--- config.mk ---
export PLATFORM = sky130hd
export DESIGN_NAME = bit_serial_adder
export DESIGN_NICKNAME = d
export VERILOG_FILES = /design/src/rtl/bit_serial_adder.sv
export SDC_FILE = /design/constraint.sdc
export NUM_CORES = 1
export LEC_CHECK = 0
export ABC_CLOCK_PERIOD_IN_PS = 1800
export BUFFER_PORTS_ARGS = -buffer_cell sky130_fd_sc_hd__buf_2
export CAP_MARGIN = 40
export CORE_MARGIN = 2
export CORE_UTILIZATION = 55
export CTS_CLUSTER_SIZE = 12
export DETAILED_ROUTE_END_ITERATION = 10
export PLACE_DENSITY_LB_ADDON = 0.08
export SETUP_SLACK_MARGIN = 0.2
export SYNTH_ARGS = -nofsm -noshare
export SYNTH_HDL_FRONTEND = slang
export SYNTH_SLANG_ARGS = --single-unit
--- constraint.sdc ---
create_clock -name clk -period 1.8 [get_ports clk]
set_input_delay 0.18 -clock clk [delete_from_list [all_inputs] [get_ports clk]]
set_output_delay 0.18 -clock clk [all_outputs]
set_load 0.05 [all_outputs]
--- src/rtl/bit_serial_adder.sv ---
`default_nettype none
// ============================================================================
// Module   : bit_serial_adder
// Brief    : LSB-first bit-serial word adder that sequences an external
//            single-bit full-adder cell. It latches the operands and carry-in,
//            feeds the cell one bit per clock, and collects sum/carry-out.
// Revision : 1.0 - initial release
// ============================================================================
module bit_serial_adder #(
  parameter int W = 8
) (
  input  logic         clk,
  input  logic         rst_n,
  input  logic         start,
  input  logic [W-1:0] a_in,
  input  logic [W-1:0] b_in,
  input  logic         cin,
  output logic         fa_a,
  output logic         fa_b,
  output logic         fa_ci,
  input  logic         fa_s,
  input  logic         fa_co,
  output logic         busy,
  output logic         done,
  output logic [W-1:0] sum,
  output logic         cout
);

  // The counter is at least one bit wide so that W=1 still has a legal vector.
  localparam int            C_CW   = (W > 1) ? $clog2(W) : 1;
  localparam logic [C_CW-1:0] C_LAST = C_CW'(W - 1);

  typedef enum logic [1:0] {
    S_IDLE = 2'd0,
    S_RUN  = 2'd1,
    S_DONE = 2'd2
  } state_t;

  state_t          state_q, state_d;
  logic [W-1:0]    a_sh_q, a_sh_d;
  logic [W-1:0]    b_sh_q, b_sh_d;
  logic [W-1:0]    s_sh_q, s_sh_d;
  logic            carry_q, carry_d;
  logic [C_CW-1:0] cnt_q, cnt_d;
  logic [W-1:0]    sum_q, sum_d;
  logic            cout_q, cout_d;

  // Next-state and datapath: load on an accepted start, shift one bit per RUN cycle.
  always_comb begin
    state_d = state_q;
    a_sh_d  = a_sh_q;
    b_sh_d  = b_sh_q;
    s_sh_d  = s_sh_q;
    carry_d = carry_q;
    cnt_d   = cnt_q;
    sum_d   = sum_q;
    cout_d  = cout_q;

    case (state_q)
      S_IDLE, S_DONE: begin
        if (start) begin
          a_sh_d  = a_in;
          b_sh_d  = b_in;
          s_sh_d  = '0;
          carry_d = cin;
          cnt_d   = '0;
          state_d = S_RUN;
        end else begin
          state_d = S_IDLE;
        end
      end
      S_RUN: begin
        // Shift-then-insert keeps this valid for W=1 without part-selects.
        a_sh_d         = a_sh_q >> 1;
        b_sh_d         = b_sh_q >> 1;
        s_sh_d         = s_sh_q >> 1;
        s_sh_d[W-1]    = fa_s;
        carry_d        = fa_co;
        cnt_d          = cnt_q + C_CW'(1);
        if (cnt_q == C_LAST) begin
          sum_d   = s_sh_d;
          cout_d  = fa_co;
          cnt_d   = '0;
          state_d = S_DONE;
        end
      end
      default: begin
        state_d = S_IDLE;
      end
    endcase
  end

  // State and datapath registers; asynchronous reset aborts any operation in flight.
  always_ff @(posedge clk or negedge rst_n) begin
    if (!rst_n) begin
      state_q <= S_IDLE;
      a_sh_q  <= '0;
      b_sh_q  <= '0;
      s_sh_q  <= '0;
      carry_q <= 1'b0;
      cnt_q   <= '0;
      sum_q   <= '0;
      cout_q  <= 1'b0;
    end else begin
      state_q <= state_d;
      a_sh_q  <= a_sh_d;
      b_sh_q  <= b_sh_d;
      s_sh_q  <= s_sh_d;
      carry_q <= carry_d;
      cnt_q   <= cnt_d;
      sum_q   <= sum_d;
      cout_q  <= cout_d;
    end
  end

  // Cell drive comes from registers only, gated to zero outside RUN.
  assign busy  = (state_q == S_RUN);
  assign done  = (state_q == S_DONE);
  assign fa_a  = busy & a_sh_q[0];
  assign fa_b  = busy & b_sh_q[0];
  assign fa_ci = busy & carry_q;
  assign sum   = sum_q;
  assign cout  = cout_q;

endmodule
`default_nettype wire

Word level (Yosys, flattened, before mapping)
Index checks and enable logic that the tools add are counted.
{"block": "word_totals", "input_bits": 22, "rom_bits": 0, "reg_bits": 39, "mem_bits_rw": 0, "mem_count": 0, "latch_bits": 0, "output_inout_bits": 14}
{"block": "classes", "n_mul": 0, "bitwise": 3, "n_div": 0, "add_sub_neg": 1, "n_reduce_logical": 5, "order_cmp": 0, "mux": 14, "shift": 0, "eq_ne": 5}
{"op": "one-hot mux 8 bit (2 select lines)", "count": 3}
{"op": "2-to-1 mux 8 bit", "count": 3}
{"op": "2-to-1 mux 3 bit", "count": 2}
{"op": "one-hot mux 3 bit (2 select lines)", "count": 1}
{"op": "one-hot mux 2 bit (2 select lines)", "count": 1}
{"op": "AND reduction 2 bit", "count": 2}
{"op": "adder 3 x 1 -> 3 bit, second input constant", "count": 1}
{"op": "AND 1 bit", "count": 3}
{"op": "equality test 3 bit, second input constant", "count": 1}
{"op": "equality test 2 x 1 -> 1 bit, second input constant", "count": 1}
{"op": "equality test 2 bit, second input constant", "count": 1}
{"op": "logical NOT 2 bit", "count": 1}
{"op": "2-to-1 mux 1 bit", "count": 2}
{"op": "2-to-1 mux 2 bit", "count": 1}
{"op": "inequality test 2 x 1 -> 1 bit, second input constant", "count": 1}
{"op": "inequality test 2 bit, second input constant", "count": 1}
{"op": "one-hot mux 1 bit (2 select lines)", "count": 1}
{"op": "nonzero test 2 bit", "count": 1}
{"op": "OR reduction 2 bit", "count": 1}

Longest topological paths before layout
Gate-level depths: netlist of the first run.
{"block": "depth", "word_depth": 4, "mapped_depth": 5, "depth_no_buf": 4}

Worst setup path before layout of the first run
No wires, ideal clock.
{"block": "synth_path", "path_kind": "register -> output", "startpoint": "reg state_q[1]", "endpoint": "out done", "arrival_ns": 1.363, "path_buffers": 2, "path_slack_ns": 0.257, "path_stages_with_launch": 4, "required_ns": 1.620, "cell_sequence": "dfrtp_1 buf_6 buf_4 nor2b_1"}
{"block": "synth_between", "elab_chain_cells": 1}
{"item": "start: declaration", "line": "39", "text": "state_t state_q, state_d;"}
{"item": "start signal: assignment", "line": "105", "text": "state_q <= state_d;"}
{"item": "equality test 2 bit", "line": "118", "text": "assign done = (state_q == S_DONE);"}
{"item": "end: declaration", "line": "24", "text": "output logic done,"}
Every way passes these cells.

Final worst setup path of the first run
{"block": "layout_path", "startpoint": "reg state_q[1]", "endpoint": "out fa_ci"}
{"block": "layout_between", "elab_chain_cells": 2}
{"item": "equality test 2 x 1 -> 1 bit", "line": "117", "text": "assign busy = (state_q == S_RUN);"}
{"item": "AND 1 bit", "line": "121", "text": "assign fa_ci = busy & carry_q;"}
{"item": "end: declaration", "line": "20", "text": "output logic fa_ci,"}
Every way passes these cells.

==> metrics.md, run 1 <==
| Metric | Value |
|---|---|
| Htree depth | `2` |
| Pins Over Slew Limit | `0` |
| PD cells | `approximately 1800 nW/um^2` |
| Detail Route Antenna Nets | `0` |
| CTS tree | `done` |
| Multiplexer share of the synthesized area | `around a third` |
| Largest net degree at the start of global routing | `39` |
| Top-Level Pins | `36` |
| Longest Clk Path Bufs | `2` |
| Post-synth cell types | `21` |
| Setup Crit Path Kind | `reg2out` |
| Reg power frac | `36.0%` |
| Die footprint | `4010 sq um` |
| Internal | `between 2 and 2.5 mW` |
| Final min period | `1.58 ns` |
| Clock skew after layout | `between 0.01 and 0.015 ns` |
| Startpoint Class | `flop` |
| FF+latch count, synth | `38` |
| Die Wd | `approximately 63 um` |
| Yosys warns | `0` |
| Maxcap violations | `0` |
| Slew @ Worst Pin | `0.530 ns` |
| Crit-path cells | `and2b_4 > and2_1 > buf_6` |
| Placed cell area | `roughly 2100 sq um` |
| Worst setup EP type | `output port` |
| Worst VDD drop | `approximately 0.71 mV` |
| Antenna diode count | `0` |
| Placed cells | `around 220` |
| Post-synthesis area per instance | `~13 sq um` |
| Fin crit share | `between 80 and 90%` |
| Final Hold Violating Endpoints | `0` |
| CTS Buf Count | `5` |
| Cells after Synth | `roughly 150` |
| Final setup fails | `0` |
| Lkg Pwr | `between 1 and 1.5 nW` |
| Most frequent cells in the layout | `47 x mux2i_1, 38 x dfrtp_1, 31 x buf_2` |
| CP Data Arrival Time | `1.40 ns` |
| Max incr delay on CP | `~0.42 ns` |
| Top post-synthesis cells by area | `dfrtp_1 49%, mux2i_1 24%, mux2_2 7.0%` |
| Post-Route Setup TNS | `0 ns` |
| Nets | `about 220` |
| NetSw | `roughly 1.6 mW` |
| Yosys top cell area share | `49.1%` |
| FP Rows | `21` |
| Reg clk slew, reported paths | `about 0.12 ns` |
| Post-Syn Nets | `roughly 170` |
| Largest family of logic cells by synthesized area | `multiplexers` |
| Drt total wl | `roughly 3700 um` |
| Total gr overflow | `0` |
| Synth Area in Compound Gates | `between 5 and 6%` |
| Synth Area in Adders | `1.29%` |
| CTS root buf | `clkbuf_4` |
| Core area | `between 3000 and 4000 sq um` |
| Final instance area | `between 2000 and 2500 sq um` |
| Commonest non-fill, non-tap cell in the layout | `mux2i_1` |
| Post-Layout Cell Count | `239` |
| Fmax | `632 MHz` |
| Gr usage total | `approximately a fifth` |
| Initial core utilization | `57.6%` |
| Net Sw Frac | `between 40% and 50%` |
| Post-synthesis xor/xnor area fraction | `0%` |
| TritonRoute pass-1 iters | `4` |
| Setup repair after global routing missed its margin | `true` |
| Share of layout cells above drive strength 1 | `36.3%` |
| Final GP Congestion | `just over 0.7` |
| Data required time of the critical path | `~1.6 ns` |
| Clock group share of total power | `~18%` |
| Netlist Area Pre-Place | `approximately 1900 sq um` |
| Status | `finished, final reports clean` |
| Worst hold path type | `in2reg` |
| IO buf count | `35` |
| Critical path's slowest cell | `dfrtp_1` |
| First-pass GRT wire length | `6490 um` |
| DP HPWL | `between 2000 and 2500 um` |
| CTS sink cnt | `38` |
| Hold slack | `0.0686 ns` |
| Gate power share | `between 40% and 50%` |
| Die span in y | `approximately 63 um` |
| Via count | `1298` |
| Initial DRC Count | `89` |
| Biggest area consumer among synthesized cells | `dfrtp_1` |
| Drt via density | `around 5.4` |
| Antenna violations before repair | `0` |
| Clk Latency, worst-skew pair | `~0.35 ns` |
| Vias in the first global route | `roughly 1400` |
| Post-DR wirelength/cell | `15.4 um` |
| Area grow syn2layout | `19.4%` |
| Post-Synth Simple-Gate Area | `under 10%` |
| Slew HR | `around 65%` |
| DRC violation count after routing | `0` |
| Register area share after synthesis | `between 40% and 50%` |
| Max FO, Critical Path | `6` |
==> critical path: cells and delay by family, from the launching register on <==
kind | cells | cell delay [ns]
simple gates | 2 | 0.47
flops | 1 | 0.42
buf+inv | 1 | 0.16
==> final timing paths <==
path                            slack (ns)        end        from  cells after the start
worst max register to register        0.25     sum[0]    cnt_q[0]                      5
max in group asynchronous             1.30  s_sh_q[4]       rst_n                      3
worst min register to register        0.52     sum[0]      sum[0]                      1
min in group asynchronous             0.30  s_sh_q[1]       rst_n                      3
worst min-delay path                  0.07       cout       fa_co                      2
worst max-delay path                  0.22      fa_ci  state_q[1]                      3
==> registers in the layout (all words and copies together), names as in the netlist <==
| name | cells |
|---|---|
| s_sh_q | 7 |
| a_sh_q | 8 |
| b_sh_q | 8 |
| state_q | 2 |
| sum | 8 |
| cout | 1 |
| cnt_q | 3 |
| carry_q | 1 |
==> cells by family after synthesis <==
family / after synthesis
compound gates: 13
flops: 38
fa+ha+maj: 2
simple gates: 16
buf+inv: 20
mux: 60
==> area by class of cell <==
class                      count  area (sq um)
clock buffer                   5          37.5
clock inverter                 3          68.8
fill                         282          1050
inverter                       8          30.0
multi-input combinational     91           856
sequential                    38           951
tap                           46          57.6
timing repair buffer          48           313
==> cells in the mapped netlist, drive strengths merged <==
cell and count:
mux2i 47, o31ai 6, mux2 13, nor2b 2, ha 2, and2 3
or4b 1, and2b 1, buf 11, nand3 2, a21o 1, nor2 1
inv 8, a22o 4, clkbuf 1, dfrtp 38, o21ai 2, nand3b 6
==> routing by layer <==
metal,up-vias,routed length [um],global-route usage (%)
li1,619,-,-
met1,643,1590,27.4
met2,30,1900,35.0
met3,6,141,4.82
met4,0,54,6.52
met5,-,0,0
==> power groups by stage <==
stage | Clock [mW] | Sequential [mW] | Combinational [mW]
final | 0.735 | 1.47 | 1.87
after global routing | 0.797 | 1.52 | 2.01
after global placement | 0 | 1.46 | 1.67
after floorplan | 0 | 1.70 | 1.17
after detailed placement | 0 | 1.49 | 1.75
after CTS | 0.754 | 1.47 | 1.86
==> per-stage QoR <==
| step | setup WS (ns) | power [mW] | util [%] |
|---|---|---|---|
| final | 0.218 | 4.07 | 68.8 |
| after global routing | 0.182 | 4.33 | 68.8 |
| after floorplan | 0.257 | 2.87 | - |
| after global placement | 0.152 | 3.13 | 63.2 |
| after CTS | 0.203 | 4.08 | 68.4 |
| after detailed placement | 0.0568 | 3.23 | 63.2 |
==> timing repair <==
item / in CTS / in global routing
endpoints found under the hold margin: 38 / 0
setup buffers: 5 / 1
hold buffers: 1 / 0
endpoints found under the setup margin: 14 / 10
resized for setup: 7 / 2
(Power assumes the default switching activity.)
==> run 2, diff against run 1 <==
--- a/config.mk
+++ b/config.mk
@@ -13,6 +13,7 @@
 export CTS_CLUSTER_SIZE = 12
 export DETAILED_ROUTE_END_ITERATION = 10
 export PLACE_DENSITY_LB_ADDON = 0.08
+export RECOVER_POWER = 100
 export SETUP_SLACK_MARGIN = 0.2
 export SYNTH_ARGS = -nofsm -noshare
 export SYNTH_HDL_FRONTEND = slang
==> run 2 against run 1 <==
Maximum frequency shrank 4.9%. Via count shrank 0.15%. Register-to-register slack worse by 0.10 ns. Sequential power about the same. Final area decreased by 2.1%. Critical endpoint unchanged. Largest cell class unchanged.
==> metrics.md, run 2 (synthesis gave the netlist of run 1 again) <==
| Metric | Value |
|---|---|
| Core area | `around 3400 sq um` |
| NetSw | `~1.6 mW` |
| Die footprint | `between 4000 and 5000 sq um` |
| Clock skew after layout | `between 0.01 and 0.015 ns` |
| Critical path destination | `fa_ci` |
| Fill cells | `a little under 300` |
| Reg2reg start | `cnt_q[0]` |
| DP HPWL | `about 2500 um` |
| Antenna violations before repair | `0` |
| Max incr delay on CP | `roughly 0.41 ns` |
| Final setup fails | `0` |
| Worst Path Buf+Inv | `1` |
| Crit-path cells | `and2b_1 > and2_1 > buf_6` |
| Worst VDD drop | `between 0.7 and 0.8 mV` |
| Worst hold path type | `in2reg` |
| Commonest non-fill, non-tap cell in the layout | `mux2i_1` |
| Gate power share | `between 40% and 50%` |
| Startpoint Class | `flop` |
| CTS root buf | `clkbuf_4` |
| Most frequent cells in the layout | `47 x mux2i_1, 38 x dfrtp_1, 21 x buf_2` |
| Total gr overflow | `0` |
| Drt via density | `5.42` |
| CP Depth | `3` |
| Status | `finished, final reports clean` |
| Setup repair after global routing missed its margin | `true` |
| Initial core utilization | `a little under three fifths` |
| Longest Clk Path Bufs | `2` |
| Data required time of the critical path | `1.62 ns` |
| Worst setup EP type | `output port` |
| Maxcap violations | `0` |
| Initial DRC Count | `75` |
| Net Sw Frac | `about two fifths` |
| Max FO, Critical Path | `6` |
| First-pass GRT wire length | `approximately 6500 um` |
| Drt total wl | `about 3700 um` |
| Slew HR | `roughly two fifths` |
| Reg power frac | `between 30% and 40%` |
| PnR Total Power | `about 4 mW` |
| Top-Level Pins | `36` |
| Critical path's slowest cell | `dfrtp_1` |
| Setup Crit Path Kind | `reg2out` |
| Clk Latency, worst-skew pair | `0.36 ns` |
| Final min period | `about 1.7 ns` |
| Slew @ Worst Pin | `0.918 ns` |
| Final GP Congestion | `0.723` |
| Post-Route Setup TNS | `0 ns` |
| Seq. cell area | `951 sq um` |
| Die Wd | `between 60 and 70 um` |
| Pins Over Slew Limit | `0` |
| Area of the multi-input gates | `about 850 sq um` |
| Reg2reg path depth | `5` |
| R2r setup slk | `roughly 0.15 ns` |
| Internal | `approximately 2.4 mW` |
| Die span in y | `about 63 um` |
| CP startpoint | `state_q[1]` |
| PD cells | `between 1500 and 2000 nW/um^2` |
| Htree depth | `2` |
| Detail Route Antenna Nets | `0` |
| Share of layout cells above drive strength 1 | `just under 30%` |
| Lkg Pwr | `1.13 nW` |
| FP Rows | `21` |
| Gr usage total | `between 20% and 30%` |
| Via count | `roughly 1300` |
| Area grow syn2layout | `17.0%` |
| Fin crit share | `between 90% and 100%` |
| DRC violation count after routing | `0` |
| CTS tree | `done` |
| Final Hold Violating Endpoints | `0` |
| Clock group share of total power | `approximately 18%` |
| IO buf count | `35` |
| CTS Buf Count | `5` |
| Worst path top cell family by delay | `simple AND/OR/NAND/NOR gates` |
| CP Data Arrival Time | `1.48 ns` |
| Antenna diode count | `0` |
| Largest net degree at the start of global routing | `39` |
| Vias in the first global route | `1371` |
| Worst r2r dst | `sum[7]` |
| Fmax | `roughly 600 MHz` |
| Reg clk slew, reported paths | `about 0.12 ns` |
| CTS sink cnt | `38` |
| Nets | `around 220` |
| Post-DR wirelength/cell | `15.5 um` |
| TritonRoute pass-1 iters | `4` |
[run 2: cell count changes in the layout (fill, tap and decap cells not counted), sizes merged]
cell	before	now
buf	47	32
clkbuf	5	20
[run 2: power groups by stage]
| stage | logic [mW] | clock network [mW] | registers [mW] |
|---|---|---|---|
| final | 1.80 | 0.735 | 1.47 |
| after global routing | 1.94 | 0.797 | 1.52 |
| after CTS | 1.86 | 0.754 | 1.47 |
| after detailed placement | 1.75 | 0 | 1.49 |
| after global placement | 1.67 | 0 | 1.46 |
| after floorplan | 1.17 | 0 | 1.70 |
[run 2: final cells by class]
class | count | share of cell area (%)
Clock inverter | 3 | 3.04
Clock buffer | 5 | 1.66
Multi-Input combinational cell | 91 | 37.4
Tap cell | 46 | 2.54
Sequential cell | 38 | 42.0
Timing Repair Buffer | 48 | 12.1
Inverter | 8 | 1.33
[run 2: per-stage QoR]
| stage | worst slack (ns) | hold WS (ns) | cells | cell area [sq um] | utilization, % |
|---|---|---|---|---|---|
| 3_5_place_dp | 0.0568 | 0.160 | 224 | 2120 | 63.2 |
| 5_1_grt | 0.101 | 0.0617 | 239 | 2270 | 67.4 |
| 4_1_cts | 0.203 | 0.0497 | 238 | 2300 | 68.4 |
| 3_3_place_gp | 0.152 | 0.160 | 224 | 2120 | 63.2 |
| 6_report | 0.136 | 0.0691 | 239 | 2270 | 67.4 |
| 2_1_floorplan | 0.257 | -0.116 | 149 | 1940 | - |
[run 2: what timing repair did]
item | in CTS | in global routing
endpoints found under the setup margin | 14 | 10
endpoints found under the hold margin | 38 | 0
buffers inserted | 5 | 1
resized for setup | 7 | 2
hold buffers | 1 | 0
[run 2: worst min path at each step]
stage | from | cells after the start | slack, ns | end
after detailed placement | rst_n | 2 | 0.16 | s_sh_q[1]
after global routing | fa_s | 2 | 0.06 | sum[7]
after floorplan | rst_n | 0 | -0.12 | a_sh_q[0]
after global placement | rst_n | 2 | 0.16 | b_sh_q[0]
final | fa_co | 2 | 0.07 | cout
after CTS | fa_co | 2 | 0.05 | cout
[run 2: per-layer routing]
layer,GRT usage (%),up-vias,wire (um)
li1,-,614,-
met1,27.4,646,1610
met2,35.0,30,1900
met3,4.82,6,147
met4,6.52,0,54
met5,0,-,0
==> run 3, diff against run 2 <==
--- a/config.mk
+++ b/config.mk
@@ -6,7 +6,7 @@
 export NUM_CORES = 1
 export LEC_CHECK = 0
 export ABC_CLOCK_PERIOD_IN_PS = 1800
-export BUFFER_PORTS_ARGS = -buffer_cell sky130_fd_sc_hd__buf_2
+export BUFFER_PORTS_ARGS = -buffer_cell sky130_fd_sc_hd__buf_4
 export CAP_MARGIN = 40
 export CORE_MARGIN = 2
 export CORE_UTILIZATION = 55
==> run 3 against run 2 <==
Non-clock buffer count down 5. Register-to-register slack gained 0.10 ns. Power is 1.6% lower. Die area is the same. Routed wire length down 6.3%. Hold slack improved by 0.0027 ns. Critical path depth did not move. Clock-buffer cell count grew 1. Clock power is 3.0% higher. Core utilization rose by 0.45 points. Critical endpoint is now fa_b.
==> metrics.md, run 3 (synthesis gave the netlist of run 1 again) <==
| Metric | Value |
|---|---|
| Max FO, Critical Path | `5` |
| Data required time of the critical path | `~1.6 ns` |
| Final worst slack | `around 0.17 ns` |
| IO buf count | `35` |
| Lkg Pwr | `1.13 nW` |
| Slew @ Worst Pin | `0.932 ns` |
| Reg clk slew, reported paths | `around 0.11 ns` |
| Met3 wire length | `~160 um` |
| Post-DR wirelength/cell | `around 15 um` |
| Final min period | `1.63 ns` |
| Worst setup EP type | `output port` |
| Core area | `approximately 3400 sq um` |
| PnR Total Power | `~3.9 mW` |
| Longest Clk Path Bufs | `2` |
| DP Worst Slack | `about 0.11 ns` |
| Nets | `211` |
| Status | `finished, final reports clean` |
| Placed cell area | `~2200 sq um` |
| Top sig layer | `met4` |
| Setup repair after global routing missed its margin | `true` |
| Worst path top cell family by delay | `flip-flops` |
| Placed cells | `between 200 and 250` |
| Via count | `around 1300` |
| Post-Layout Cell Count | `234` |
| M1 WL | `about 1500 um` |
| Net Sw Frac | `about 40%` |
| Max incr delay on CP | `0.42 ns` |
| Gr usage total | `around a fifth` |
| Pins Over Slew Limit | `0` |
| Setup Crit Path Kind | `reg2out` |
| Gate power share | `a little over two fifths` |
| Clock group share of total power | `a little under a fifth` |
| CTS sink cnt | `38` |
| Worst VDD drop | `0.999 mV` |
| Clock skew after layout | `slightly below 0.006 ns` |
| Metal2 WL | `around 1800 um` |
| PD cells | `approximately 1700 nW/um^2` |
| Area grow syn2layout | `17.8%` |
| Share of layout cells above drive strength 1 | `~29%` |
| Drt via density | `around 5.4` |
| Worst hold path type | `in2reg` |
| DRC violation count after routing | `0` |
| Fmax | `614 MHz` |
| Detail Route Antenna Nets | `0` |
| Final GP Congestion | `approximately 0.7` |
| Die Wd | `between 60 and 70 um` |
| Crit-path cells | `and2b_4 > and2_1 > clkbuf_2` |
| Die footprint | `approximately 4000 sq um` |
| CTS Buf Count | `5` |
| Fin util | `around 68%` |
| Worst Path Buf+Inv | `1` |
| Maxcap violations | `0` |
| DP HPWL | `approximately 2400 um` |
| CTS tree | `done` |
| Antenna diode count | `0` |
| Antenna violations before repair | `0` |
| Initial core utilization | `57.6%` |
| Htree depth | `2` |
| Initial DRC Count | `104` |
| Post-Route Setup TNS | `0 ns` |
| Internal | `roughly 2.4 mW` |
| Total gr overflow | `0` |
| Fin crit share | `a little over 90%` |
| CP Data Arrival Time | `1.45 ns` |
| Final setup fails | `0` |
| Fill cells | `roughly 290` |
| Hold slack | `between 0.07 and 0.08 ns` |
| Most frequent cells in the layout | `47 x mux2i_1, 37 x dfrtp_1, 23 x buf_4` |
| Slew HR | `a little under two fifths` |
| Commonest non-fill, non-tap cell in the layout | `mux2i_1` |
| NetSw | `roughly 1.6 mW` |
| TritonRoute pass-1 iters | `4` |
| Largest net degree at the start of global routing | `39` |
| Top-Level Pins | `36` |
| Clk Latency, worst-skew pair | `~0.34 ns` |
| Reg power frac | `between 30 and 40%` |
| Final instance area | `roughly 2300 sq um` |
| Die span in y | `~63 um` |
| First-pass GRT wire length | `~6300 um` |
| FP Rows | `21` |
| Vias in the first global route | `approximately 1400` |
| Startpoint Class | `flop` |
| Final Hold Violating Endpoints | `0` |
| CTS root buf | `clkbuf_4` |
| Critical path's slowest cell | `dfrtp_2` |
| Drt total wl | `between 3000 and 4000 um` |
==> run 3: path summary, 6_finish.rpt <==
path	start	slack [ns]	endpoint	cells after the start
setup / recovery	state_q[1]	0.17	fa_b	3
hold / removal	fa_co	0.07	cout	2
setup reg to reg	cnt_q[0]	0.25	sum[6]	5
hold reg to reg	cout	0.52	cout	1
max in group asynchronous	rst_n	0.68	state_q[1]	2
min in group asynchronous	rst_n	0.49	b_sh_q[0]	2
==> run 3: area by class of cell <==
cell class              instances  area (sq um)  area share [%]
clock buffers                   6          51.3            2.25
clock inverters                 2          60.1            2.63
inverters                       8          30.0            1.32
multi-input cells              91           850            37.2
flip-flops and latches         38           952            41.7
well taps                      46          57.6            2.52
repair buffers                 43           280            12.3
==> run 3: worst reg2reg max path: stages, from the launching register on <==
cell and delay (ns):
dfrtp_1 0.41, ha_1 0.20, ha_1 0.20, nand3b_1 0.14, buf_12 0.15, mux2_2 0.34
==> run 3: what timing repair did <==
| action | in CTS | in global routing |
|---|---|---|
| hold buffers | 1 | 0 |
| hold endpoints to repair | 38 | 0 |
| buffers inserted | 3 | 0 |
| resized for setup | 1 | 3 |
| setup endpoints to repair | 13 | 3 |
==> run 3: layer usage <==
metal	track usage [%]	vias to the layer above
li1	-	610
met5	0	-
met1	23.8	629
met4	4.08	0
met2	36.3	25
met3	6.61	4
==> run 3: power groups by stage <==
stage / logic [mW] / clock network, mW / registers (mW)
after floorplan: 1.17 / 0 / 1.70
after global placement: 1.75 / 0 / 1.47
after detailed placement: 1.82 / 0 / 1.50
after CTS: 1.87 / 0.769 / 1.48
after global routing: 1.87 / 0.808 / 1.53
final: 1.71 / 0.757 / 1.47
